$ cat src/rtl/vrased_reset_ctrl_if.sv
// Reset-controller bundle: monitor requests and CPU PC in,
// merged MCU reset and telemetry out.
interface vrased_reset_ctrl_if #(
  parameter int N_MON = 4,
  parameter int CNT_W = 8
);
  logic [15:0]      pc;
  logic [N_MON-1:0] mon_req;
  logic             reset;
  logic [N_MON-1:0] cause;
  logic [CNT_W-1:0] viol_cnt;
  logic             in_reset;

  modport master (
    output pc,
    output mon_req,
    input  reset,
    input  cause,
    input  viol_cnt,
    input  in_reset
  );

  modport slave (
    input  pc,
    input  mon_req,
    output reset,
    output cause,
    output viol_cnt,
    output in_reset
  );
endinterface

$ cat src/rtl/vrased_reset_ctrl.sv
// Merges monitor violation requests into one stretched MCU reset
// that releases only at the reset handler, with cause/count telemetry.
module vrased_reset_ctrl #(
  parameter int          N_MON         = 4,
  parameter logic [15:0] RESET_HANDLER = 16'h0000,
  parameter int          RST_HOLD      = 4,
  parameter int          CNT_W         = 8
) (
  input  logic                 clk,
  input  logic                 rst,
  vrased_reset_ctrl_if.slave   bus
);

  typedef enum logic [1:0] {
    RUN     = 2'd0,
    HOLD    = 2'd1,
    WAIT_PC = 2'd2
  } state_t;

  localparam logic [7:0] HOLD_RLD = 8'(RST_HOLD - 1);

  state_t           state, state_n;
  logic [7:0]       hcnt, hcnt_n;
  logic [N_MON-1:0] cause, cause_n;
  logic [CNT_W-1:0] cnt, cnt_n;

  logic any_req;
  logic at_handler;
  logic cnt_sat;

  assign any_req    = |bus.mon_req;
  assign at_handler = (bus.pc == RESET_HANDLER);
  assign cnt_sat    = &cnt;

  // State, hold timer and telemetry registers; rst starts in HOLD
  always_ff @(posedge clk) begin
    if (rst) begin
      state <= HOLD;
      hcnt  <= HOLD_RLD;
      cause <= '0;
      cnt   <= '0;
    end else begin
      state <= state_n;
      hcnt  <= hcnt_n;
      cause <= cause_n;
      cnt   <= cnt_n;
    end
  end

  // Next-state: any request (re)arms the hold, release needs quiet + handler PC
  always_comb begin
    state_n = state;
    hcnt_n  = hcnt;
    cause_n = cause;
    cnt_n   = cnt;
    case (state)
      RUN: begin
        if (any_req) begin
          state_n = HOLD;
          hcnt_n  = HOLD_RLD;
          cause_n = bus.mon_req;
          cnt_n   = cnt_sat ? cnt : cnt + 1'b1;
        end
      end
      HOLD: begin
        cause_n = cause | bus.mon_req;
        if (any_req) begin
          hcnt_n = HOLD_RLD;
        end else if (hcnt == 8'd0) begin
          state_n = WAIT_PC;
        end else begin
          hcnt_n = hcnt - 8'd1;
        end
      end
      WAIT_PC: begin
        cause_n = cause | bus.mon_req;
        if (any_req) begin
          state_n = HOLD;
          hcnt_n  = HOLD_RLD;
        end else if (at_handler) begin
          state_n = RUN;
        end
      end
      default: begin
        state_n = HOLD;
        hcnt_n  = HOLD_RLD;
      end
    endcase
  end

  assign bus.reset    = (state != RUN);
  assign bus.in_reset = (state != RUN);
  assign bus.cause    = cause;
  assign bus.viol_cnt = cnt;

endmodule
$ cat src/flat_wrapper.sv
// flat-port wrapper written by rule: the top's interface ports become plain ports
module vrased_reset_ctrl_flat 
#(
  parameter int          N_MON         = 4,
  parameter logic [15:0] RESET_HANDLER = 16'h0000,
  parameter int          RST_HOLD      = 4,
  parameter int          CNT_W         = 8
)
  (clk, rst, bus_pc, bus_mon_req, bus_reset, bus_cause, bus_viol_cnt, bus_in_reset);
  vrased_reset_ctrl_if #(.N_MON(N_MON), .CNT_W(CNT_W)) bus_i ();
  input  logic clk;
  input  logic rst;
  input wire logic [$bits(bus_i.pc)-1:0] bus_pc;
  input wire logic [$bits(bus_i.mon_req)-1:0] bus_mon_req;
  output wire logic [$bits(bus_i.reset)-1:0] bus_reset;
  output wire logic [$bits(bus_i.cause)-1:0] bus_cause;
  output wire logic [$bits(bus_i.viol_cnt)-1:0] bus_viol_cnt;
  output wire logic [$bits(bus_i.in_reset)-1:0] bus_in_reset;
  assign bus_i.pc = bus_pc;
  assign bus_i.mon_req = bus_mon_req;
  assign bus_reset = bus_i.reset;
  assign bus_cause = bus_i.cause;
  assign bus_viol_cnt = bus_i.viol_cnt;
  assign bus_in_reset = bus_i.in_reset;
  vrased_reset_ctrl #(.N_MON(N_MON), .RESET_HANDLER(RESET_HANDLER), .RST_HOLD(RST_HOLD), .CNT_W(CNT_W)) u_core (.clk(clk), .rst(rst), .bus(bus_i));
endmodule
$ cat config.mk
export PLATFORM = sky130hd
export DESIGN_NAME = vrased_reset_ctrl_flat
export DESIGN_NICKNAME = d
export VERILOG_FILES = /design/src/rtl/vrased_reset_ctrl_if.sv /design/src/rtl/vrased_reset_ctrl.sv /design/src/flat_wrapper.sv
export SDC_FILE = /design/constraint.sdc
export NUM_CORES = 1
export LEC_CHECK = 0
export CELL_PAD_IN_SITES_DETAIL_PLACEMENT = 1
export CELL_PAD_IN_SITES_GLOBAL_PLACEMENT = 2
export CORE_ASPECT_RATIO = 1.25
export CORE_MARGIN = 8
export CORE_UTILIZATION = 31
export CTS_BUF_LIST = sky130_fd_sc_hd__clkbuf_4
export CTS_CLUSTER_DIAMETER = 100
export CTS_CLUSTER_SIZE = 24
export DETAILED_ROUTE_END_ITERATION = 7
export PLACE_DENSITY = 0.95
export SYNTH_ARGS = -nofsm -noshare
export SYNTH_HDL_FRONTEND = slang
export SYNTH_SLANG_ARGS = --single-unit
$ cat constraint.sdc
create_clock -name clk -period 3.27 [get_ports clk]
set_clock_uncertainty 0.1 [all_clocks]
set_input_delay 0.4905 -clock clk [delete_from_list [all_inputs] [get_ports clk]]
set_output_delay 0.4905 -clock clk [all_outputs]
set_load 0.05 [all_outputs]
# --- Yosys cells after proc, flatten, opt, wreduce, memory -nomap -nowiden ---
# Cells that the tools add are included.
# Widths: inputs -> output; s select.
word_totals:
  output_inout_bits: 14
  word_cells: 41
  register_bits: 22
op_classes:
  bitwise_logic: 2
  n_mux: 12
  n_eq_ne: 8
  reduce_logical: 13
  addsub: 2
op_table:
  columns: ["operator", "count"]
  rows:
  - ["$mux 8", 3]
  - ["$logic_not 16->1", 1]
  - ["$pmux 8 s2", 1]
  - ["$mux 2", 5]
  - ["$add 8x1->8 const B", 1]
  - ["$logic_not 8->1", 1]
  - ["$pmux 4 s2", 1]
  - ["$reduce_and 8->1", 1]
  - ["$sub 8x1->8 const B", 1]
  - ["$ne 2x1->1 const B", 3]
  - ["$pmux 2 s3", 1]
  - ["$mux 4", 1]
  - ["$or 4x4->4", 1]
  - ["$reduce_and 2->1", 2]
  - ["$reduce_and 4->1", 1]
  - ["$reduce_bool 2->1", 2]
  - ["$reduce_or 2->1", 2]
  - ["$reduce_or 4->1", 1]
  - ["$ne 3x1->1 const B", 1]
  - ["$ne 3x2->1 const B", 1]
  - ["$reduce_and 3->1", 1]
  - ["$eq 2x1->1 const B", 1]
  - ["$eq 2x2->1 const B", 1]
  - ["$logic_not 2->1", 1]
  - ["2 further kinds", 2]

# --- Longest topological paths before layout ---
# Gate-level depths: netlist of the first run.
logic_depth:
  word_depth: 4
  depth_mapped: 8
  ltp_nobuf: 6

# --- Least setup slack after synthesis of the first run ---
# No wires, ideal clock.
synth_path:
  kind: "register to output"
  from: "register u_core.state[0]"
  to: "output port bus_reset"
  required_time_ns: 2.679
  setup_slack_ns: 1.339
  path_buffers: 2
  t_arrival_ns: 1.341
  stages_incl_launch_ff: 6
  path_cell_list: "dfxtp_1 > inv_1 > ha_1 > buf_2 > inv_1 > buf_4"
synth_between:
  elab_chain_len: 1
synth_lines:
  columns: ["element", "line_no", "source"]
  rows:
  - ["start: declaration", "vrased_reset_ctrl.sv:22", "state_t state, state_n;"]
  - ["start signal: assignment", "vrased_reset_ctrl.sv:43", "state <= state_n;"]
  - ["$reduce_bool 2->1", null, null]
  - ["end: declaration", "flat_wrapper.sv:15", "output wire logic [$bits(bus_i.reset)-1:0] bus_reset;"]
# No other way between the ends.

# --- Final worst setup path of the first run ---
layout_path:
  from: "register u_core.state[0]"
  to: "output port bus_reset"
layout_between:
  elab_chain_len: 1
layout_lines:
  columns: ["element", "line_no", "source"]
  rows:
  - ["$reduce_bool 2->1", "vrased_reset_ctrl.sv:91", "assign bus.reset = (state != RUN);"]
# No other way between the ends.

==> metrics.txt, run 1 <==
status finished clean; HP Class register to register; CTS tree built; Critical Path Fanout Max 9; Die X 73.3 um; CP max stage delay 0.84 ns; drt total wl about 3700 um; die area around 6400 um2; commonest non-fill, non-tap cell in the layout clkdlybuf4s50_1; Core Region roughly 4000 um2; Seq pwr share 59.0%; ant diodes 0; final core utilization a little over two fifths; VDD IR max 0.161 mV; Critical-path top delay cell clkdlybuf4s50_1; Synth Warn # 0; # hold bufs at CTS 0; CP bufs+invs 3; Post-synth ARST share 0%; first-pass GRT wire length roughly 6000 um; achievable clock frequency 372 MHz; DRT iter0 DRCs 21; Tot GR Track Use 11.7%; Crit Path Category register to primary output; Placed Area 1660 um2; Critical Path RT 2.68 ns; Int Power 0.348 mW; I/O Buffers 35; FF+latch count, synth 22; clock buffer depth 2; CP arrival between 2 and 2.5 ns; Reg clk slew, reported paths 0.13 ns; CP startpoint kind register; die span in y 87.7 um; Area Overhead vs Synth 32.5%; total CTS buffers 3; Unique masters post-synth 46; Synth Flop Type dfxtp_1; Worst Reg-to-Reg Cells 6; Resized cells post-CTS 0; Inst Count DP 228; drt pass-1 iters 3; HPWL after DPL 3000 um; Initial Util roughly a third; Worst setup EP type primary output; vias per cell 5.25; max-slew violation count 0; Leak ~0.60 nW; row count 26; setup tns final 0 ns; EDFF count, synth 0; vias roughly 1,200; switching pwr 0.117 mW; post-route ant nets 0; Mapped Area 1270 um2; switching part of the total 25.2%; PwrDens 276 nW/um2; syn_area_per_cell 8.85 um2; Max Cap Viol 0; cell area after layout 1690 um2; DR DRC count 0; endpoints failing hold 0; Final nets 204; H-tree levels 1; Critical Path, Cell by Cell inv_1 -> ha_1 -> inv_1 -> clkdlybuf4s50_1; pin count of the biggest net entering global routing 19; Least-Margin Pin Slew slightly above 0.6 ns; layout cell share with drive strength beyond 1 8.52%; Critical Path Stages 4; Clock Latency Late Sink 0.31 ns; grt total ovfl 0; most frequent cells in the layout 35 x clkdlybuf4s50_1, 22 x dfxtp_1, 20 x nor2_1; Wirelength per Cell 15.7 um; CTS Sinks 22; crit-path leading delay family buffers and inverters; Synth Net Count 171; root buffer cell clkbuf_4; vias in the first global route 1,302; Hold WS ~0.43 ns; Tcrit/Tclk final 82.3%; Slew headroom 59.3%; Setup violations, final 0; RD Place Congestion between 0.7 and 0.8; RSZ-0062 raised after global routing false; number of setup buffers added after CTS 0; initial antenna violation count 0; most used cell, CP inv_1; min Tclk post-route 2.69 ns; cell count after synthesis around 140; Clock Power Share 27.9%; Logic pwr share 13.1%; Ports 36; final instance count without filler cells 232; sequential area share after synthesis 34.6%; cell count of the worst hold path 2
==> flip-flops by register name, summed over array words and instances (netlist names) <==
register / cells
u_core.state: 2
u_core.bus.viol_cnt: 8
u_core.bus.cause: 4
u_core.hcnt: 8
==> tightest hold or removal path: cells and delay by family, from the launching register on <==
kind / cells / cell delay [ns]
flops: 1 / 0.35
simple gates: 2 / 0.15
==> cell type report <==
type | count | area [um2]
clock buffers | 3 | 22.5
clock inverters | 1 | 3.75
well taps | 56 | 70.1
multi-input cells | 105 | 763
repair buffers | 35 | 350
inverters | 10 | 37.5
flip-flops and latches | 22 | 440
fillers | 499 | 2350
==> final timing paths <==
path / startpoint / end / slack (ns)
min reg2reg: u_core.bus.cause[2] / u_core.bus.cause[2] / 0.43
max: u_core.state[0] / bus_reset / 0.58
min: u_core.bus.cause[2] / u_core.bus.cause[2] / 0.43
max reg2reg: u_core.state[0] / u_core.hcnt[3] / 1.18
==> stage by stage <==
| step | power, mW | worst slack [ns] |
|---|---|---|
| final | 0.466 | 0.579 |
| after global routing | 0.487 | 0.480 |
| after CTS | 0.475 | 0.575 |
| after detailed placement | 0.342 | 0.733 |
| after global placement | 0.340 | 0.821 |
| after floorplan | 0.303 | 1.34 |
==> cell usage after synthesis, types with 2 or more instances <==
cell       number  area [um2]
nor3_1          5        25.0
nand4_1         2        12.5
a41o_1          2        20.0
clkbuf_1        4        15.0
nor4_4          2        42.5
nor4_1          4        25.0
dfxtp_1        22         440
nand3_1         3        15.0
buf_2           2        10.0
a311oi_1        4        35.0
a21oi_1        11        55.1
or3_1           3        18.8
inv_1          10        37.5
xor2_1          2        17.5
ha_1            5        62.6
a2111oi_0       2        17.5
nand2_1         4        15.0
a211oi_1        2        15.0
or4_4           3        33.8
and4_1          2        17.5
nor2_1         20        75.1
xnor2_1         6        52.6
==> power by group through the flow <==
| stage | Combinational, mW | Sequential [mW] | Clock, mW |
|---|---|---|---|
| floorplan | 0.0105 | 0.292 | 0 |
| global placement | 0.0598 | 0.281 | 0 |
| detailed placement | 0.0614 | 0.281 | 0 |
| CTS | 0.0615 | 0.275 | 0.138 |
| global route | 0.0646 | 0.276 | 0.147 |
| finish | 0.0609 | 0.275 | 0.130 |
==> cell families (layout without fill, tap and decap cells) <==
kind of cell	Yosys count	after routing	synth area share, %
multiplexers	2	2	1.67
AO/OA/AOI/OAI	32	32	19.9
buffers and inverters	17	49	5.50
AND/OR/NAND/NOR	58	58	27.9
flip-flops	22	22	34.6
adder cells (fa/ha/maj)	5	5	4.91
XOR/XNOR	8	8	5.50
==> layer usage <==
| layer | global-route usage (%) | vias up | part of all wire [%] |
|---|---|---|---|
| li1 | - | 596 | - |
| met1 | 11.4 | 596 | 39 |
| met2 | 22.9 | 21 | 55 |
| met3 | 3.21 | 6 | 4.3 |
| met4 | 3.64 | 0 | 1.7 |
| met5 | 0 | - | 0 |
No activity file was read; power rests on OpenSTA's default activity.
==> run 2: changes to the inputs <==
- CORE_UTILIZATION: 31 -> 26
- PLACE_DENSITY: 0.95 -> 0.88
- clock period: 3.27 -> 2.4 ns (I/O delays scaled with it)
==> metrics.txt, run 2 (same netlist as run 1, synthesis figures left out) <==
Inst Count DP 237 (+3.9%); Tcrit/Tclk final between 80 and 90%; M2 GR Usage 18.4% (-4.5 points); PwrDens 425 nW/um2 (+54%); max-slew violation count 0 (unchanged); CP startpoint kind register; drt total wl 3450 um (-5.6%); row count 28 (+7.7%); root buffer cell clkbuf_4; Seq pwr share 50.3% (-8.7 points); Tot GR Track Use 9.84% (-1.9 points); Critical-path top delay cell or4_4; CTS Sinks 22 (unchanged); Int Power 0.584 mW (+68%); Crit Path Category register to register; total power 0.744 mW (+60%); Clock Latency Late Sink 0.31 ns (about the same); post-route ant nets 0 (unchanged); Die X 78.6 um (+7.2%); vias 1,208 (-0.90%); M3 GR Usage 2.20% (-1.0 points); Setup violations, final 0 (unchanged); RSZ-0062 raised after global routing false; grt total ovfl 0 (unchanged); CP max stage delay 0.56 ns (-0.28 ns); Clock Power Share 38.4% (+11 points); RD Place Congestion 0.792 (+1.4%); CTS tree built; Worst setup EP type register; I/O Buffers 35 (unchanged); Max Cap Viol 0 (unchanged); busiest grt layer met2; DR DRC count 0 (unchanged); achievable clock frequency 480 MHz; HP Class register to register; GRT met1 Usage 10.3% (-1.1 points); commonest non-fill, non-tap cell in the layout clkdlybuf4s50_1; # hold bufs at CTS 0 (unchanged); Area Overhead vs Synth 37.5%; Initial Util 26.9% (-4.6 points); initial antenna violation count 0 (unchanged); Final nets 209 (+2.5%); ant diodes 0 (unchanged); most frequent cells in the layout 33 x clkdlybuf4s50_1, 22 x dfxtp_1, 20 x nor2_1; total CTS buffers 3 (unchanged); DRT iter0 DRCs 17 (-19%); min Tclk post-route about 2.1 ns; Leak 0.633 nW (+6.0%); pin count of the biggest net entering global routing 14 (-5); Core Region 4730 um2 (+17%); status finished clean; Least-Margin Pin Slew 0.523 ns (-0.0855 ns); Critical Path RT 2.52 ns (-0.16 ns); Critical Path Fanout Max 9 (unchanged); switching pwr 0.160 mW (+37%); drt pass-1 iters 4 (+1); die span in y 94.3 um (+7.5%); vias per cell 5.01 (-4.6%); Critical Path, Cell by Cell inv_1 -> ha_1 -> or4_4 -> a311oi_1 -> xnor2_1 -> nor2_1; Reg clk slew, reported paths 0.13 ns (about the same); number of setup buffers added after CTS 0 (unchanged); Slew headroom 65.0% (+5.7 points); Logic pwr share 11.3% (-1.8 points); Resized cells post-CTS 0 (unchanged); die area 7410 um2 (+15%); final instance count without filler cells 241 (+3.9%); H-tree levels 1 (unchanged); layout cell share with drive strength beyond 1 12.7% (+4.2 points); Ports 36 (unchanged); vias in the first global route 1,346 (+3.4%); setup tns final 0 ns (unchanged); Wirelength per Cell 14.3 um (-9.1%); first-pass GRT wire length 6040 um (-0.35%); endpoints failing hold 0 (unchanged); VDD IR max 0.197 mV (+22%); CP arrival 2.20 ns (+0.10 ns); switching part of the total 21.5% (-3.7 points); clock buffer depth 2 (unchanged); HPWL after DPL 2880 um (-4.1%)
-- run 2: cell types whose count changed in the layout (fill, tap and decap cells not counted), sizes merged --
cell / previous run / this run
bufinv: 0 / 1
clkdlybuf4s50: 35 / 33
buf: 0 / 7
clkinv: 1 / 0
-- run 2: cell type report --
class                   count  area [um2]
clock inverters             1        30.0
flip-flops and latches     22         440
repair buffers             40         383
inverters                  10        37.5
clock buffers               3        22.5
fillers                   548        2980
multi-input cells         105         763
well taps                  60        75.1
-- run 2: power groups by stage --
stage / sequential [mW] / combinational [mW] / clock (mW)
after global routing: 0.375 / 0.0908 / 0.307
after global placement: 0.382 / 0.0843 / 0
after CTS: 0.374 / 0.0855 / 0.298
after floorplan: 0.398 / 0.0143 / 0
after detailed placement: 0.382 / 0.0851 / 0
final: 0.374 / 0.0844 / 0.286
-- run 2: worst max-delay path, delay by kind of cell, from the launching register on --
| kind | cells | cell delay, ns |
|---|---|---|
| AO/OA/AOI/OAI | 1 | 0.33 |
| flip-flops | 1 | 0.37 |
| buffers and inverters | 1 | 0.08 |
| adder cells (fa/ha/maj) | 1 | 0.32 |
| XOR/XNOR | 1 | 0.16 |
| AND/OR/NAND/NOR | 2 | 0.62 |
-- run 2: per-stage QoR --
stage,area (um2),utilization [%],hold WS (ns),worst slack (ns)
floorplan,1270,-,0.375,0.472
finish,1750,37.0,0.421,0.315
global placement,1700,35.9,0.392,0.129
CTS,1750,37.0,0.429,0.275
detailed placement,1700,35.9,0.410,0.110
global route,1750,37.0,0.452,0.165
-- run 2: layer usage --
layer	vias to the layer above	routed length (um)
li1	603	-
met1	581	1430
met2	18	1840
met3	6	131
met4	0	47
met5	-	0
-- run 2: worst paths after layout --
path / from / to / slack (ns) / depth (start not counted)
max reg2reg: u_core.state[0] / u_core.hcnt[3] / 0.31 / 6
min: u_core.hcnt[1] / u_core.hcnt[1] / 0.42 / 2
min reg2reg: u_core.hcnt[1] / u_core.hcnt[1] / 0.42 / 2
max: u_core.state[0] / u_core.hcnt[3] / 0.31 / 6
==> run 3: changes to the inputs <==
- GPL_ROUTABILITY_DRIVEN: unset -> 1
==> results of run 3 <==
No change in the layout: final DEF, timing and power equal those of run 2.
